### config.mk
export PLATFORM = sky130hd
export DESIGN_NAME = tx_test_sequencer
export DESIGN_NICKNAME = d
export VERILOG_FILES = /design/src/rtl/tester_common_pkg.sv /design/src/rtl/tx_test_sequencer_port_tx_counter.sv /design/src/rtl/tx_test_sequencer.sv
export SDC_FILE = /design/constraint.sdc
export NUM_CORES = 1
export LEC_CHECK = 0
export CAP_MARGIN = 30
export CORE_MARGIN = 5
export CORE_UTILIZATION = 40
export DETAILED_ROUTE_END_ITERATION = 10
export PLACE_DENSITY_LB_ADDON = 0.15
export REMOVE_ABC_BUFFERS = 1
export SETUP_SLACK_MARGIN = 0.5
export SLEW_MARGIN = 30
export SYNTH_ARGS = -nofsm -noshare
export SYNTH_HDL_FRONTEND = slang
export SYNTH_HIERARCHICAL = 1
export SYNTH_SLANG_ARGS = --single-unit
### constraint.sdc
create_clock -name clk -period 3 [get_ports clk]
set_input_delay 0.6 -clock clk [delete_from_list [all_inputs] [get_ports clk]]
set_output_delay 0.6 -clock clk [all_outputs]
set_load 0.05 [all_outputs]
### src/rtl/tester_common_pkg.sv
// Shared types for the speed-tester generator blocks.
package tester_common;

  localparam int unsigned COUNT_WIDTH = 48;

  typedef logic [15:0] frame_size_t;

  typedef struct packed {
    frame_size_t frame_size;
    logic [15:0] ifg_cycles;
  } port_config_t;

  typedef logic [COUNT_WIDTH-1:0] count_t;

  typedef enum logic [2:0] {
    ST_IDLE,
    ST_LAUNCH,
    ST_RUN,
    ST_DRAIN,
    ST_DONE
  } sequencer_state_t;

endpackage

### src/rtl/tx_test_sequencer_port_tx_counter.sv
// Per-port frame/byte counter pair fed from a generator AXIS tap.
module port_tx_counter
  import tester_common::*;
#(
  parameter int unsigned CNT_WIDTH = 48
) (
  input  logic                 clk,
  input  logic                 rst,
  input  logic                 clr,
  input  logic                 active,
  input  logic                 enabled,
  input  logic                 tap_valid,
  input  logic                 tap_ready,
  input  logic                 tap_last,
  input  frame_size_t          frame_size,
  output logic [CNT_WIDTH-1:0] frame_count,
  output logic [CNT_WIDTH-1:0] byte_count
);

  logic                 w_hit;
  logic [CNT_WIDTH-1:0] r_frames;
  logic [CNT_WIDTH-1:0] r_bytes;

  assign w_hit = active & enabled & tap_valid & tap_ready & tap_last;

  always_ff @(posedge clk) begin
    if (rst || clr) begin
      r_frames <= '0;
      r_bytes  <= '0;
    end else if (w_hit) begin
      r_frames <= r_frames + 1'b1;
      r_bytes  <= r_bytes + CNT_WIDTH'(frame_size);
    end
  end

  assign frame_count = r_frames;
  assign byte_count  = r_bytes;

endmodule

### src/rtl/tx_test_sequencer.sv
// Run controller: launches enabled generators together, times the run, drains, and counts traffic.
module tx_test_sequencer
  import tester_common::*;
#(
  parameter int unsigned NUM_PORTS = 4,
  parameter int unsigned DUR_WIDTH = 32,
  parameter int unsigned CNT_WIDTH = 48
) (
  input  logic                                clk,
  input  logic                                rst,
  input  logic                                cmd_start,
  input  logic                                cmd_abort,
  input  logic [DUR_WIDTH-1:0]                duration,
  input  logic [NUM_PORTS-1:0]                port_enable,
  input  port_config_t [NUM_PORTS-1:0]        port_config_in,
  output logic                                busy,
  output logic                                done,
  output port_config_t [NUM_PORTS-1:0]        gen_config,
  input  logic [NUM_PORTS-1:0]                gen_ready,
  output logic [NUM_PORTS-1:0]                gen_start,
  output logic [NUM_PORTS-1:0]                gen_stop,
  input  logic [NUM_PORTS-1:0]                tap_valid,
  input  logic [NUM_PORTS-1:0]                tap_ready,
  input  logic [NUM_PORTS-1:0]                tap_last,
  output logic [NUM_PORTS-1:0][CNT_WIDTH-1:0] frame_count,
  output logic [NUM_PORTS-1:0][CNT_WIDTH-1:0] byte_count,
  output logic [DUR_WIDTH-1:0]                run_cycles
);

  sequencer_state_t             r_state;
  logic [NUM_PORTS-1:0]         r_en;
  port_config_t [NUM_PORTS-1:0] r_cfg;
  logic [DUR_WIDTH-1:0]         r_dur;
  logic [DUR_WIDTH-1:0]         r_timer;
  logic [DUR_WIDTH-1:0]         r_run_cycles;
  logic                         r_drain_first;
  logic                         r_busy;
  logic                         r_done;
  logic [NUM_PORTS-1:0]         r_gen_start;
  logic [NUM_PORTS-1:0]         r_gen_stop;

  logic                         w_accept;
  logic                         w_all_ready;
  logic                         w_counting;
  logic [DUR_WIDTH-1:0]         w_dur_load;

  assign w_accept    = (r_state == ST_IDLE) && cmd_start && (|port_enable);
  assign w_all_ready = ((gen_ready & r_en) == r_en);
  assign w_counting  = (r_state == ST_LAUNCH) || (r_state == ST_RUN) || (r_state == ST_DRAIN);
  assign w_dur_load  = (r_dur == '0) ? DUR_WIDTH'(1) : r_dur;

  always_ff @(posedge clk) begin
    if (rst) begin
      r_state       <= ST_IDLE;
      r_en          <= '0;
      r_cfg         <= '0;
      r_dur         <= '0;
      r_timer       <= '0;
      r_run_cycles  <= '0;
      r_drain_first <= 1'b0;
      r_busy        <= 1'b0;
      r_done        <= 1'b0;
      r_gen_start   <= '0;
      r_gen_stop    <= '0;
    end else begin
      r_gen_start <= '0;
      r_gen_stop  <= '0;
      r_done      <= 1'b0;
      case (r_state)
        ST_IDLE: begin
          if (w_accept) begin
            r_en         <= port_enable;
            r_cfg        <= port_config_in;
            r_dur        <= duration;
            r_run_cycles <= '0;
            r_busy       <= 1'b1;
            r_state      <= ST_LAUNCH;
          end
        end
        ST_LAUNCH: begin
          if (cmd_abort) begin
            r_busy  <= 1'b0;
            r_done  <= 1'b1;
            r_state <= ST_DONE;
          end else if (w_all_ready) begin
            r_gen_start <= r_en;
            r_timer     <= w_dur_load;
            r_state     <= ST_RUN;
          end
        end
        ST_RUN: begin
          r_run_cycles <= r_run_cycles + 1'b1;
          // Timer holds the cycles left including this one, so 1 marks the last RUN cycle.
          if ((r_timer == DUR_WIDTH'(1)) || cmd_abort) begin
            r_gen_stop    <= r_en;
            r_drain_first <= 1'b1;
            r_state       <= ST_DRAIN;
          end else begin
            r_timer <= r_timer - 1'b1;
          end
        end
        ST_DRAIN: begin
          if (r_drain_first) begin
            r_drain_first <= 1'b0;
          end else if (w_all_ready) begin
            r_busy  <= 1'b0;
            r_done  <= 1'b1;
            r_state <= ST_DONE;
          end
        end
        ST_DONE: r_state <= ST_IDLE;
        default: r_state <= ST_IDLE;
      endcase
    end
  end

  for (genvar g = 0; g < NUM_PORTS; g++) begin : g_port
    port_tx_counter #(
      .CNT_WIDTH(CNT_WIDTH)
    ) u_cnt (
      .clk        (clk),
      .rst        (rst),
      .clr        (w_accept),
      .active     (w_counting),
      .enabled    (r_en[g]),
      .tap_valid  (tap_valid[g]),
      .tap_ready  (tap_ready[g]),
      .tap_last   (tap_last[g]),
      .frame_size (r_cfg[g].frame_size),
      .frame_count(frame_count[g]),
      .byte_count (byte_count[g])
    );
  end

  assign busy       = r_busy;
  assign done       = r_done;
  assign gen_config = r_cfg;
  assign gen_start  = r_gen_start;
  assign gen_stop   = r_gen_stop;
  assign run_cycles = r_run_cycles;

endmodule
==> results.ini <==
[floorplanning]
ioPinCount = 738
dieHeight_um = 288
die_w_um = 288
rows = 102
start_util = 0.402
die_area_um2 = 83100
core-area_um2 = 77100

[yosys]
synth-xor-area-share = 0.0625
synth_mux_area_frac = 0.0141
netlist_area_um2 = 31000
synthArstFlopShare = 0
avgSynthCellArea_um2 = 8.07
ys_warn_count = 6
yosysSeqAreaShare = 0.404
synth_edf_count = 0
synth-simple-area-share = 0.289
synth_top_family_by_area = simple AND/OR/NAND/NOR gates
synth_adder_area_share = 0.0313
synth_compound_area_frac = 0.162
ys_types = 96
ys_ff_latch = 626
synth_ff_type = dfxtp_1
synthCells = 3839

[placement]
io_buffers = 737
place.gp.congestion = 0.929
place_area_um2 = 40000
post-dp-hpwl_um = 82500

[drt]
drc = 0
drt-initial-drc-count = 1986
vias = 31500
vias_per_cell = 5.47
wirelength_um = 114000
firstDrtPassIters = 6
wl_per_cell_um = 19.8
antenna_left = 0

[layout]
mostFrequentLayoutCells = nand2_1 (641), dfxtp_1 (605), a21oi_1 (402), clkdlybuf4s50_1 (360), nor2_1 (329)
multiInputGateArea_um2 = 18500
fillCellCount = 7308
layout-drive-gt1-share = 0.121
nNetsFinal = 4907
layout.cells.most_common = nand2_1
post-route-util = 0.572
syn_to_final_growth_pct = 42.3
fin_area_um2 = 44100
ff_latch_area_um2 = 12600

[worst_setup_path]
worst_path_max_delay_cell = dfxtp_1
critPathCapture = g_port[3].u_cnt/byte_count[35]$_SDFFE_PP0P_
worstPathCellList = ha_4 -> and3_1 -> nand3_2 -> a211oi_4 -> o311ai_2 -> buf_6 -> buf_4 -> or3_1 -> a21oi_1
crit_fanout = 8
critPathCaptureType = register
start_kind = register
cp_data_required_time_ns = 3.53
worst_r2r_path_depth = 9
cp-startpoint = gen_config[121]$_SDFFE_PP0P_
r2r_start = gen_config[121]$_SDFFE_PP0P_
reg2reg_to = g_port[3].u_cnt/byte_count[35]$_SDFFE_PP0P_
r2r_slack_ns = 0.45
max_stage_delay_ns = 0.37
arrival_ns = 3.09
crit_type = register to register

[sta]
tightest_slew_ns = 0.787
max_freq_ghz = 0.391
clock_skew_ns = 0.0233
slew_violations = 0
min_period_over_period = 0.851
maxSlewHeadroom = 0.477
rsz0062_at_grt = true
hold_viol_final = 0
period_needed_ns = 2.55
setup_viol = 0

[pwr]
vdd_drop_max_mv = 0.387
power_leakage_nw = 18.1
pwr_density_cell_nw_per_um2 = 469

[clock_tree]
cts_hold_buf = 0
clk_pin_slew_ns = 0.06
clk_latency_ns = 0.62
cts.sinks = 626
cts_max_level = 3
clk_path_buf_depth = 3
root_buffer = clkbuf_16
numCtsBuffers = 74
cts_tree = yes

[grt]
grt_first_pass_wirelength_um = 172000
grt_max_degree = 103
grt_pass1_vias = 29300
antenna_found_initial = 2
overflow = 0
track_usage = 0.254

[job]
cap_viol_max_count = 0

[min_path]
hold_path.class = input port to register

[status]
status = completed

## cell families (layout without fill, tap and decap cells)
logic type	Yosys count	after routing
compound gates	816	817
fa+ha+maj	75	75
buf+inv	252	1119
mux	43	43
flops	626	626
xor+xnor	221	221
other cells	0	2
simple gates	1806	1806
## repair_timing
action                                  in CTS  in global routing
buffers inserted                            19                 23
resized for setup                          386                258
gates cloned                                 2                  5
endpoints found under the setup margin     508                297
pin swaps                                   42                 83
hold endpoints to repair                     0                  0
## stage by stage
stage                     instances  hold WS (ns)  power [mW]  setup slack [ns]  setup TNS (ns)
after detailed placement       5563         0.446        11.4            -0.235          -24.15
after global placement         5563         0.441        11.4            -0.281          -33.04
after CTS                      5719         0.348        20.8             0.386               0
final                          5749         0.387        20.7             0.446               0
after floorplan                3639         0.440        10.3             -8.75        -4037.61
after global routing           5749         0.381        21.4             0.345               0
## cells in the mapped netlist (all sizes together) (27+ instances only)
cell      n  area [µm²]
a21o     40         309
a21oi   427        2150
and3     66         413
and4     40         350
buf      40         283
clkbuf  158         623
dfxtp   626       12500
ha       71         888
inv      51         191
mux2i    37         370
nand2   647        2430
nand3   219        1140
nand4   137         931
nor2    337        1270
nor3     68         360
nor4     47         377
o21a     27         203
o21ai   124         621
or3     115         739
xnor2    96         841
xor2    125        1090
## final cells by class
| type | count | share of cell area |
|---|---|---|
| Tap cell | 1040 | 0.0295 |
| Multi-Input combinational cell | 2962 | 0.419 |
| Inverter | 52 | 0.00454 |
| Clock inverter | 23 | 0.00599 |
| Sequential cell | 626 | 0.285 |
| Timing Repair Buffer | 932 | 0.205 |
| Antenna cell | 2 | 0.000114 |
| Clock buffer | 112 | 0.0512 |
## critical path: cells and delay by family, from the launching register on
family / cells / cell delay [ns]
and+or+nand+nor: 3 / 0.73
AOI/OAI and AO/OA: 3 / 0.71
adders and majority gates: 1 / 0.35
DFF: 1 / 0.37
buffers and inverters: 2 / 0.31
## flip-flops by register name, summed over array words and instances (netlist names)
register / count
g_port.u_cnt/byte_count: 192
g_port.u_cnt/frame_count: 192
gen_config: 128
r_dur: 32
r_timer: 32
run_cycles: 32
gen_start: 4
gen_stop: 4
r_en: 4
r_state: 3
busy: 1
done: 1
r_drain_first: 1
## routing by layer
layer  vias up  GRT usage  part of all wire
li1      15300          -                 -
met3       203     0.0549             0.063
met4         0     0.0833             0.035
met5         -          0                 0
met2       891      0.430              0.48
met1     15100      0.324              0.42
## power by group
group          total (mW)  switching (mW)  internal, mW
registers            8.72           0.213          8.51
clock network        9.35            3.79          5.56
logic                2.61            1.63         0.976
## worst min path at each step
stage | startpoint | cells past startpoint | endpoint
finish | rst | 2 | gen_config[78]$_SDFFE_PP0P_
global route | rst | 2 | gen_config[32]$_SDFFE_PP0P_
CTS | rst | 2 | gen_config[72]$_SDFFE_PP0P_
detailed placement | gen_config[97]$_SDFFE_PP0P_ | 2 | gen_config[97]$_SDFFE_PP0P_
global placement | gen_config[64]$_SDFFE_PP0P_ | 2 | gen_config[64]$_SDFFE_PP0P_
floorplan | r_dur[0]$_SDFFE_PP0P_ | 2 | r_dur[0]$_SDFFE_PP0P_
Note: power is estimated with default switching activity, not from simulation.
